===== config.mk =====
export PLATFORM = sky130hd
export DESIGN_NAME = msu_sched
export DESIGN_NICKNAME = d
export VERILOG_FILES = /design/src/rtl/msu_sched.sv
export SDC_FILE = /design/constraint.sdc
export NUM_CORES = 2
export LEC_CHECK = 0
export ABC_CLOCK_PERIOD_IN_PS = 8800
export CORE_MARGIN = 2
export CORE_UTILIZATION = 30
export DETAILED_ROUTE_END_ITERATION = 8
export PLACE_DENSITY = 0.63
export REMOVE_ABC_BUFFERS = 1
export SETUP_SLACK_MARGIN = 0.2
export SLEW_MARGIN = 10
export SYNTH_ARGS = -nofsm -noshare
export SYNTH_HDL_FRONTEND = slang
export SYNTH_SLANG_ARGS = --single-unit

===== constraint.sdc =====
create_clock -name clk -period 8.8 [get_ports clk]
set_clock_uncertainty 0.15 [all_clocks]
set_input_delay 1.76 -clock clk [delete_from_list [all_inputs] [get_ports clk]]
set_output_delay 1.76 -clock clk [all_outputs]
set_load 0.05 [all_outputs]

===== src/rtl/msu_sched.sv =====
// Time-sliced scheduler sharing one modular squaring core across NREQ job slots.
// Round-robin preemption every QUANTUM squarings; completed jobs drain on a separate round-robin.
module msu_sched #(
    parameter int NREQ     = 4,
    parameter int DAT_BITS = 64,
    parameter int T_LEN    = 64,
    parameter int QUANTUM  = 1024,
    localparam int IDW     = $clog2(NREQ)
) (
    input  logic                     clk,
    input  logic                     rst_n,
    input  logic [NREQ-1:0]          req_val,
    output logic [NREQ-1:0]          req_rdy,
    input  logic [NREQ*DAT_BITS-1:0] req_dat,
    input  logic [NREQ*T_LEN-1:0]    req_cnt,
    output logic                     core_in_val,
    input  logic                     core_in_rdy,
    output logic [DAT_BITS-1:0]      core_in_dat,
    input  logic                     core_out_val,
    output logic                     core_out_rdy,
    input  logic [DAT_BITS-1:0]      core_out_dat,
    output logic                     rsp_val,
    input  logic                     rsp_rdy,
    output logic [DAT_BITS-1:0]      rsp_dat,
    output logic [IDW-1:0]           rsp_id,
    output logic                     busy,
    output logic [IDW-1:0]           cur_id
);
    localparam int QW = (QUANTUM > 1) ? $clog2(QUANTUM) : 1;
    localparam logic [QW-1:0] Q_LAST = QW'(QUANTUM - 1);

    typedef enum logic [1:0] {S_IDLE, S_SELECT, S_ISSUE, S_WAIT} state_t;

    state_t              state_q, state_d;
    logic [IDW-1:0]      cur_q, cur_d, rr_q, rr_d;
    logic [QW-1:0]       q_cnt_q, q_cnt_d;
    logic                busy_q, busy_d;

    logic [NREQ-1:0]     occ_q, done_q;
    logic [DAT_BITS-1:0] val_q [NREQ];
    logic [T_LEN-1:0]    rem_q [NREQ];

    logic                rsp_val_q;
    logic [DAT_BITS-1:0] rsp_dat_q;
    logic [IDW-1:0]      rsp_id_q, rsp_ptr_q;

    logic [NREQ-1:0]     req_acc, acc_nz, runnable, others, drainable;
    logic [IDW-1:0]      sel_idx, sel_id, rsp_idx, rsp_sel;
    logic                sel_found, rsp_found, wb, rsp_hs;

    always_comb begin
        req_acc = req_val & ~occ_q;
        for (int i = 0; i < NREQ; i++) begin
            acc_nz[i]   = req_acc[i] & (req_cnt[i*T_LEN +: T_LEN] != '0);
            runnable[i] = occ_q[i] & ~done_q[i] & (rem_q[i] != '0);
        end
        others    = runnable & ~(NREQ'(1) << cur_q);
        drainable = occ_q & done_q;
    end

    // Descending scan so the candidate closest to the pointer wins.
    always_comb begin
        sel_found = 1'b0;
        sel_id    = '0;
        sel_idx   = '0;
        rsp_found = 1'b0;
        rsp_sel   = '0;
        rsp_idx   = '0;
        for (int k = NREQ - 1; k >= 0; k--) begin
            sel_idx = rr_q + IDW'(k);
            if (runnable[sel_idx]) begin
                sel_found = 1'b1;
                sel_id    = sel_idx;
            end
            rsp_idx = rsp_ptr_q + IDW'(k);
            if (drainable[rsp_idx]) begin
                rsp_found = 1'b1;
                rsp_sel   = rsp_idx;
            end
        end
    end

    assign wb     = (state_q == S_WAIT) & core_out_val;
    assign rsp_hs = rsp_val_q & rsp_rdy;

    always_comb begin
        state_d      = state_q;
        cur_d        = cur_q;
        rr_d         = rr_q;
        q_cnt_d      = q_cnt_q;
        busy_d       = busy_q;
        core_in_val  = 1'b0;
        core_out_rdy = 1'b0;
        case (state_q)
            S_IDLE: begin
                // Fresh acceptances wake the FSM so the first operand issues two cycles later.
                if (|(runnable | acc_nz)) state_d = S_SELECT;
            end
            S_SELECT: begin
                if (sel_found) begin
                    cur_d   = sel_id;
                    q_cnt_d = '0;
                    state_d = S_ISSUE;
                end else begin
                    state_d = S_IDLE;
                end
            end
            S_ISSUE: begin
                core_in_val = 1'b1;
                if (core_in_rdy) begin
                    busy_d  = 1'b1;
                    state_d = S_WAIT;
                end
            end
            S_WAIT: begin
                core_out_rdy = 1'b1;
                if (core_out_val) begin
                    busy_d  = 1'b0;
                    q_cnt_d = q_cnt_q + QW'(1);
                    if (rem_q[cur_q] == T_LEN'(1)) begin
                        rr_d    = cur_q + IDW'(1);
                        state_d = S_IDLE;
                    end else if (q_cnt_q == Q_LAST && |others) begin
                        rr_d    = cur_q + IDW'(1);
                        state_d = S_SELECT;
                    end else if (q_cnt_q == Q_LAST) begin
                        q_cnt_d = '0;
                        state_d = S_ISSUE;
                    end else begin
                        state_d = S_ISSUE;
                    end
                end
            end
            default: state_d = S_IDLE;
        endcase
    end

    always_ff @(posedge clk or negedge rst_n) begin
        if (!rst_n) begin
            state_q <= S_IDLE;
            cur_q   <= '0;
            rr_q    <= '0;
            q_cnt_q <= '0;
            busy_q  <= 1'b0;
        end else begin
            state_q <= state_d;
            cur_q   <= cur_d;
            rr_q    <= rr_d;
            q_cnt_q <= q_cnt_d;
            busy_q  <= busy_d;
        end
    end

    // A slot being written back is never done, and a draining slot is always done, so no overlap.
    always_ff @(posedge clk or negedge rst_n) begin
        if (!rst_n) begin
            occ_q  <= '0;
            done_q <= '0;
            for (int i = 0; i < NREQ; i++) begin
                val_q[i] <= '0;
                rem_q[i] <= '0;
            end
        end else begin
            for (int i = 0; i < NREQ; i++) begin
                if (req_acc[i]) begin
                    occ_q[i]  <= 1'b1;
                    val_q[i]  <= req_dat[i*DAT_BITS +: DAT_BITS];
                    rem_q[i]  <= req_cnt[i*T_LEN +: T_LEN];
                    done_q[i] <= (req_cnt[i*T_LEN +: T_LEN] == '0);
                end else begin
                    if (wb && cur_q == IDW'(i)) begin
                        val_q[i] <= core_out_dat;
                        rem_q[i] <= rem_q[i] - T_LEN'(1);
                        if (rem_q[i] == T_LEN'(1)) done_q[i] <= 1'b1;
                    end
                    if (rsp_hs && rsp_id_q == IDW'(i)) begin
                        occ_q[i]  <= 1'b0;
                        done_q[i] <= 1'b0;
                    end
                end
            end
        end
    end

    // Reload only from an empty register so the slot just handed off is never picked twice.
    always_ff @(posedge clk or negedge rst_n) begin
        if (!rst_n) begin
            rsp_val_q <= 1'b0;
            rsp_dat_q <= '0;
            rsp_id_q  <= '0;
            rsp_ptr_q <= '0;
        end else if (rsp_hs) begin
            rsp_val_q <= 1'b0;
            rsp_ptr_q <= rsp_id_q + IDW'(1);
        end else if (!rsp_val_q && rsp_found) begin
            rsp_val_q <= 1'b1;
            rsp_id_q  <= rsp_sel;
            rsp_dat_q <= val_q[rsp_sel];
        end
    end

    assign req_rdy     = ~occ_q;
    assign core_in_dat = val_q[cur_q];
    assign rsp_val     = rsp_val_q;
    assign rsp_dat     = rsp_dat_q;
    assign rsp_id      = rsp_id_q;
    assign busy        = busy_q;
    assign cur_id      = cur_q;
endmodule


======== Word level (Yosys, flattened, before mapping) ========
Cells that the tools add are included.
operators by class
  equal/unequal tests ..................... 19
  shift-type cells ........................ 1
  bitwise gates (word level) .............. 27
  add/subtract/negate cells ............... 13
  reductions and logical operators ........ 58
  mux-type cells .......................... 103
  $lt $le $gt $ge ......................... 10
operator list
  operator               number
  $mux 64                22
  $reduce_bool 64->1     8
  $bmux 64 s2            3
  $eq 64x1->1 const B    5
  $logic_not 64->1       4
  $sub 64x1->64 const B  4
  $mux 10                5
  $mux 1                 46
  $mux 2                 16
  $lt 2x3->1 const B     8
  $reduce_bool 2->1      12
  $reduce_bool 3->1      8
  $pmux 10 s2            1
  $bmux 1 s2             8
  $and 1x1->1            14
  $and 4x4->4            3
  $eq 2x2->1 const B     6
  $reduce_and 2->1       6
  $reduce_and 3->1       4
  $add 10x1->10 const B  1
  $eq 10x10->1 const B   1
  $logic_and 1x1->1      10
  $add 2x1->2 const B    4
  $add 2x2->2 const B    4
  13 further kinds       28
word-level totals
  input port bits ......................... 585
  flip-flop bits (word level) ............. 606
  word-level logic and storage cells ...... 256
  output and inout port bits .............. 140

======== Longest topological paths before layout ========
  word-level depth ........................ 11
  mapped depth ............................ 14
  depth with buffers taken out ............ 10

======== Least setup slack after synthesis ========
Ideal clock, no wire load.
  path kind ............................... reg-to-output
  start point ............................. reg cur_q[0] (netlist: cur_id[0])
  end point ............................... out core_in_dat[14]
  path slack .............................. 4.329 ns
  arrival ................................. 2.561 ns
  cell stages (with the launch flop) ...... 5
  path buffers ............................ 3
  cells stage by stage .................... dfrtp_1 clkbuf_1 buf_1 buf_1 mux4_2
on the way
  word-level cells in the longest chain between the ends .. 4
RTL lines
  element                                     line  text
  start, declared                             35    logic [IDW-1:0] cur_q, cur_d, rr_q, rr_d;
  start signal, assigned                      147   cur_q <= cur_d;
  $not 2->3 (implied by the code)             203   assign core_in_dat = val_q[cur_q];
  $bmux 64 s2                                 203
  $mux 64 (implied by the code) (2 in a row)  203
  end, declared                               18    output logic [DAT_BITS-1:0] core_in_dat,
No other way between the ends. The select of a mux whose other input is x is not followed.

======== Worst setup path after layout ========
  start point ............................. reg cur_q[1] (netlist: cur_id[1])
  end point ............................... out core_in_dat[26]
The elaborated chain is that of the path after synthesis.

==> run_results.csv <==
group,metric,value,unit
route,drt-initial-drc-count,2722,
global_route,grt_pass1_vias,32600,
power,p_int,0.00676,W
yosys,yosys_warnings,0,
floorplanning,rows,122,
route,dr_total_vias,32800,
power,power_per_cell_area,231,mW/mm^2
sta,period_needed,5.69,ns
placement,portBuffers,724,
critical_path,worstPathMaxFanout,41,
floorplanning,die_area,0.115,mm^2
sta,holdWs,0.325,ns
critical_path,max_stage_delay,0.98,ns
route,via_per_inst,5.33,
yosys,yosys.area_share.simple,26.5,%
power,power_frac_seq,42.6,%
clock_tree,clockRootBuffer,"clkbuf_16",
yosys,synth.area.mux_share,6.36,%
finish,fillers,11100,
clock_tree,htree_levels,3,
critical_path,rrSetupSlack,3.79,ns
clock_tree,cts_resized,0,
power,combinationalPowerShare,26.0,%
critical_path,path_class,"flop to output port",
global_route,track_usage,23.5,%
yosys,synth_compound_area_share,11.8,%
clock_tree,clk_pin_slew,0.06,ns
sta,setup_viol,0,
global_route,overflow,0,
finish,stdcell_area,0.0448,mm^2
critical_path,path_cells,"buf_4 > mux4_2 > clkdlybuf4s50_1",
finish,drive_above_1_share,5.99,%
yosys,syn_area_per_cell,8.38,um^2
critical_path,required,6.89,ns
clock_tree,cts_tree,"done",
clock_tree,cts_buffers,76,
yosys,synthFlopType,"dfrtp_1",
power,power.leakage,17.7,nW
sta,fin_setup_tns,0,ns
route,drc,0,
global_route,grt_max_degree,168,
yosys,synth_cells,4008,
sta,finalMaxSlewViolations,0,
floorplanning,dieWidth,339,um
placement,hpwl,96.0,mm
floorplanning,core,0.111,mm^2
power,p_clk_share,31.3,%
sta,timing.final.crit_share,64.7,%
yosys,synth_xor_xnor_area_share,6.34,%
finish,register_area,0.0152,mm^2
sta,max_freq,176,MHz
sta,rsz0062_at_grt,"no",
clock_tree,clock_path_buffers,3,
sta,tightest_slew,1.10,ns
power,vdd_drop_max,0.000128,V
critical_path,crit_path_end_kind,"output port",
yosys,synthDistinctLibCells,65,
yosys,synth_top_family_by_area,"simple AND/OR/NAND/NOR gates",
hold_path,hold_path.class,"flop to flop",
floorplanning,boundaryPins,725,
placement,dpl_cell_area,0.0422,mm^2
yosys,syn_area,0.0336,mm^2
outcome,status,"finished clean",
critical_path,critical_path_arrival,3.78,ns
floorplanning,die_h,339,um
yosys,yosysSeqAreaShare,45.2,%
clock_tree,postCtsHoldBufs,0,
route,routedWlPerCell,22.3,um
placement,place.gp.congestion,0.902,
clock_tree,clock-sinks,606,
finish,multi_input_area,0.0175,mm^2
route,drt_pass1_iterations,7,
finish,synthToLayoutAreaGrowth,33.4,%
route,ant_nets,0,
yosys,ys_ff_latch,606,
clock_tree,clk_latency,0.66,ns
power,p_sw_share,34.7,%
yosys,synth_edf_count,0,
critical_path,cp_slowest_cell,"clkdlybuf4s50_1",
critical_path,setup.worst_path.start_class,"flop",
sta,max_slew_margin,25.9,%
global_route,grt_pass1_wl,208,mm
route,wl,138,mm
job,drv_cap,0,
global_route,antenna_found_initial,36,
sta,hold_viol,0,
yosys,post_synth_fa_ha_maj_area_fraction,0.633,%
clock_tree,postCtsSetupRepairBufs,0,
finish,nets,5197,
power,switchingPower,0.00359,W
floorplanning,initial_core_util,30.3,%
yosys,synthArstFlopShare,100,%
## cell usage after synthesis, drive strengths merged (5+ instances only)
library cell | number | area (um^2)
mux4 | 64 | 1440
a31oi | 203 | 1270
nor4 | 154 | 1010
nand4 | 34 | 213
nand3b | 5 | 37.5
nor2b | 11 | 68.8
nand3 | 102 | 523
ha | 17 | 213
clkbuf | 208 | 781
o22ai | 7 | 43.8
a21oi | 18 | 90.1
or3 | 37 | 234
nor3 | 81 | 420
nor2 | 313 | 1170
dfrtp | 606 | 15200
a21o | 5 | 37.5
and3 | 11 | 68.8
nand2b | 16 | 100
nor3b | 6 | 45.0
buf | 43 | 200
o21ai | 450 | 2250
nand2 | 1166 | 4380
or2 | 15 | 93.8
inv | 25 | 93.8
xor2 | 69 | 604
mux2i | 65 | 651
and4 | 5 | 43.8
xnor2 | 174 | 1520
nand4b | 5 | 43.8
and2 | 7 | 43.8
or4 | 48 | 379
## final timing paths
| path | from | endpoint | cells after the start |
|---|---|---|---|
| worst min-delay path | rsp_dat[16] | rsp_dat[16] | 2 |
| worst max register to register | cur_id[0] | rem_q[108] | 10 |
| worst min register to register | rsp_dat[16] | rsp_dat[16] | 2 |
| min in group asynchronous | rst_n | val_q[11] | 1 |
| worst max-delay path | cur_id[1] | core_in_dat[26] | 3 |
| max in group asynchronous | rst_n | val_q[149] | 3 |
## routing by layer
layer	share of wire, %	track usage [%]	vias up	wire (um)
met5	0.11	0	-	156
met4	4.5	10.4	22	6140
met3	7.6	5.04	311	10500
met2	46	37.2	1417	63000
met1	42	30.8	16000	57900
li1	-	-	15100	-
## kinds of logic (layout without fill, tap and decap cells)
family          count (synthesis)  in the layout
simple gates                 2019           2019
compound gates                713            713
flops                         606            606
buf+inv                       277            923
xor+xnor                      243            243
mux                           133            133
fa+ha+maj                      17             17
other cells                     0             23
## final cells by class
cell class                 instances  share of cell area, %
clock buffer                     113                   4.96
inverter                          25                  0.209
tap                             1488                   4.16
sequential                       606                   33.9
clock inverter                    24                  0.757
antenna                           23                  0.128
multi-input combinational       3125                   39.0
timing repair buffer             761                   16.9
## registers in the layout (all words and copies together), names as in the netlist
signal / flops
rsp_id: 2
cur_id: 2
state_q: 2
done_q: 4
rsp_val: 1
rsp_dat: 64
rsp_ptr_q: 2
occ_q: 4
rem_q: 256
busy: 1
rr_q: 2
val_q: 256
q_cnt_q: 10
## power by group through the flow
stage | combinational, W | clock [W] | sequential [W]
after detailed placement | 0.00269 | 0 | 0.00442
after global placement | 0.00264 | 0 | 0.00439
after floorplan | 0.00178 | 0 | 0.00422
after CTS | 0.00271 | 0.00331 | 0.00438
after global routing | 0.00298 | 0.00341 | 0.00452
final | 0.00270 | 0.00324 | 0.00441
## worst max-delay path, delay by kind of cell (launching register included)
| family | cells | cell delay, ns |
|---|---|---|
| DFF | 1 | 0.93 |
| buffers and inverters | 2 | 1.76 |
| muxes | 1 | 0.37 |
## cells in the final DEF (no fill, tap or decap), drive strengths merged, types with 6 or more instances in the layout
cell type	instances
nand2	1166
clkdlybuf4s50	723
dfrtp	606
o21ai	450
nor2	313
a31oi	203
xnor2	174
nor4	154
clkbuf	113
nand3	102
nor3	81
xor2	69
mux2i	65
mux4	64
or4	48
buf	38
or3	37
nand4	34
inv	30
diode	23
a21oi	18
ha	17
nand2b	16
or2	15
clkinv	12
and3	11
nor2b	11
and2	7
o22ai	7
nor3b	6
## through the flow
step | utilization, % | setup slack [ns] | cells | total power, W
final | 40.4 | 3.11 | 6165 | 0.0103
after global routing | 40.4 | 3.03 | 6160 | 0.0109
after CTS | 40.4 | 3.04 | 6142 | 0.0104
after detailed placement | 38.1 | 2.94 | 6005 | 0.00711
after global placement | 38.1 | 2.97 | 6005 | 0.00703
after floorplan | - | -1.03 | 3756 | 0.00600
No activity file was read; power rests on OpenSTA's default activity.
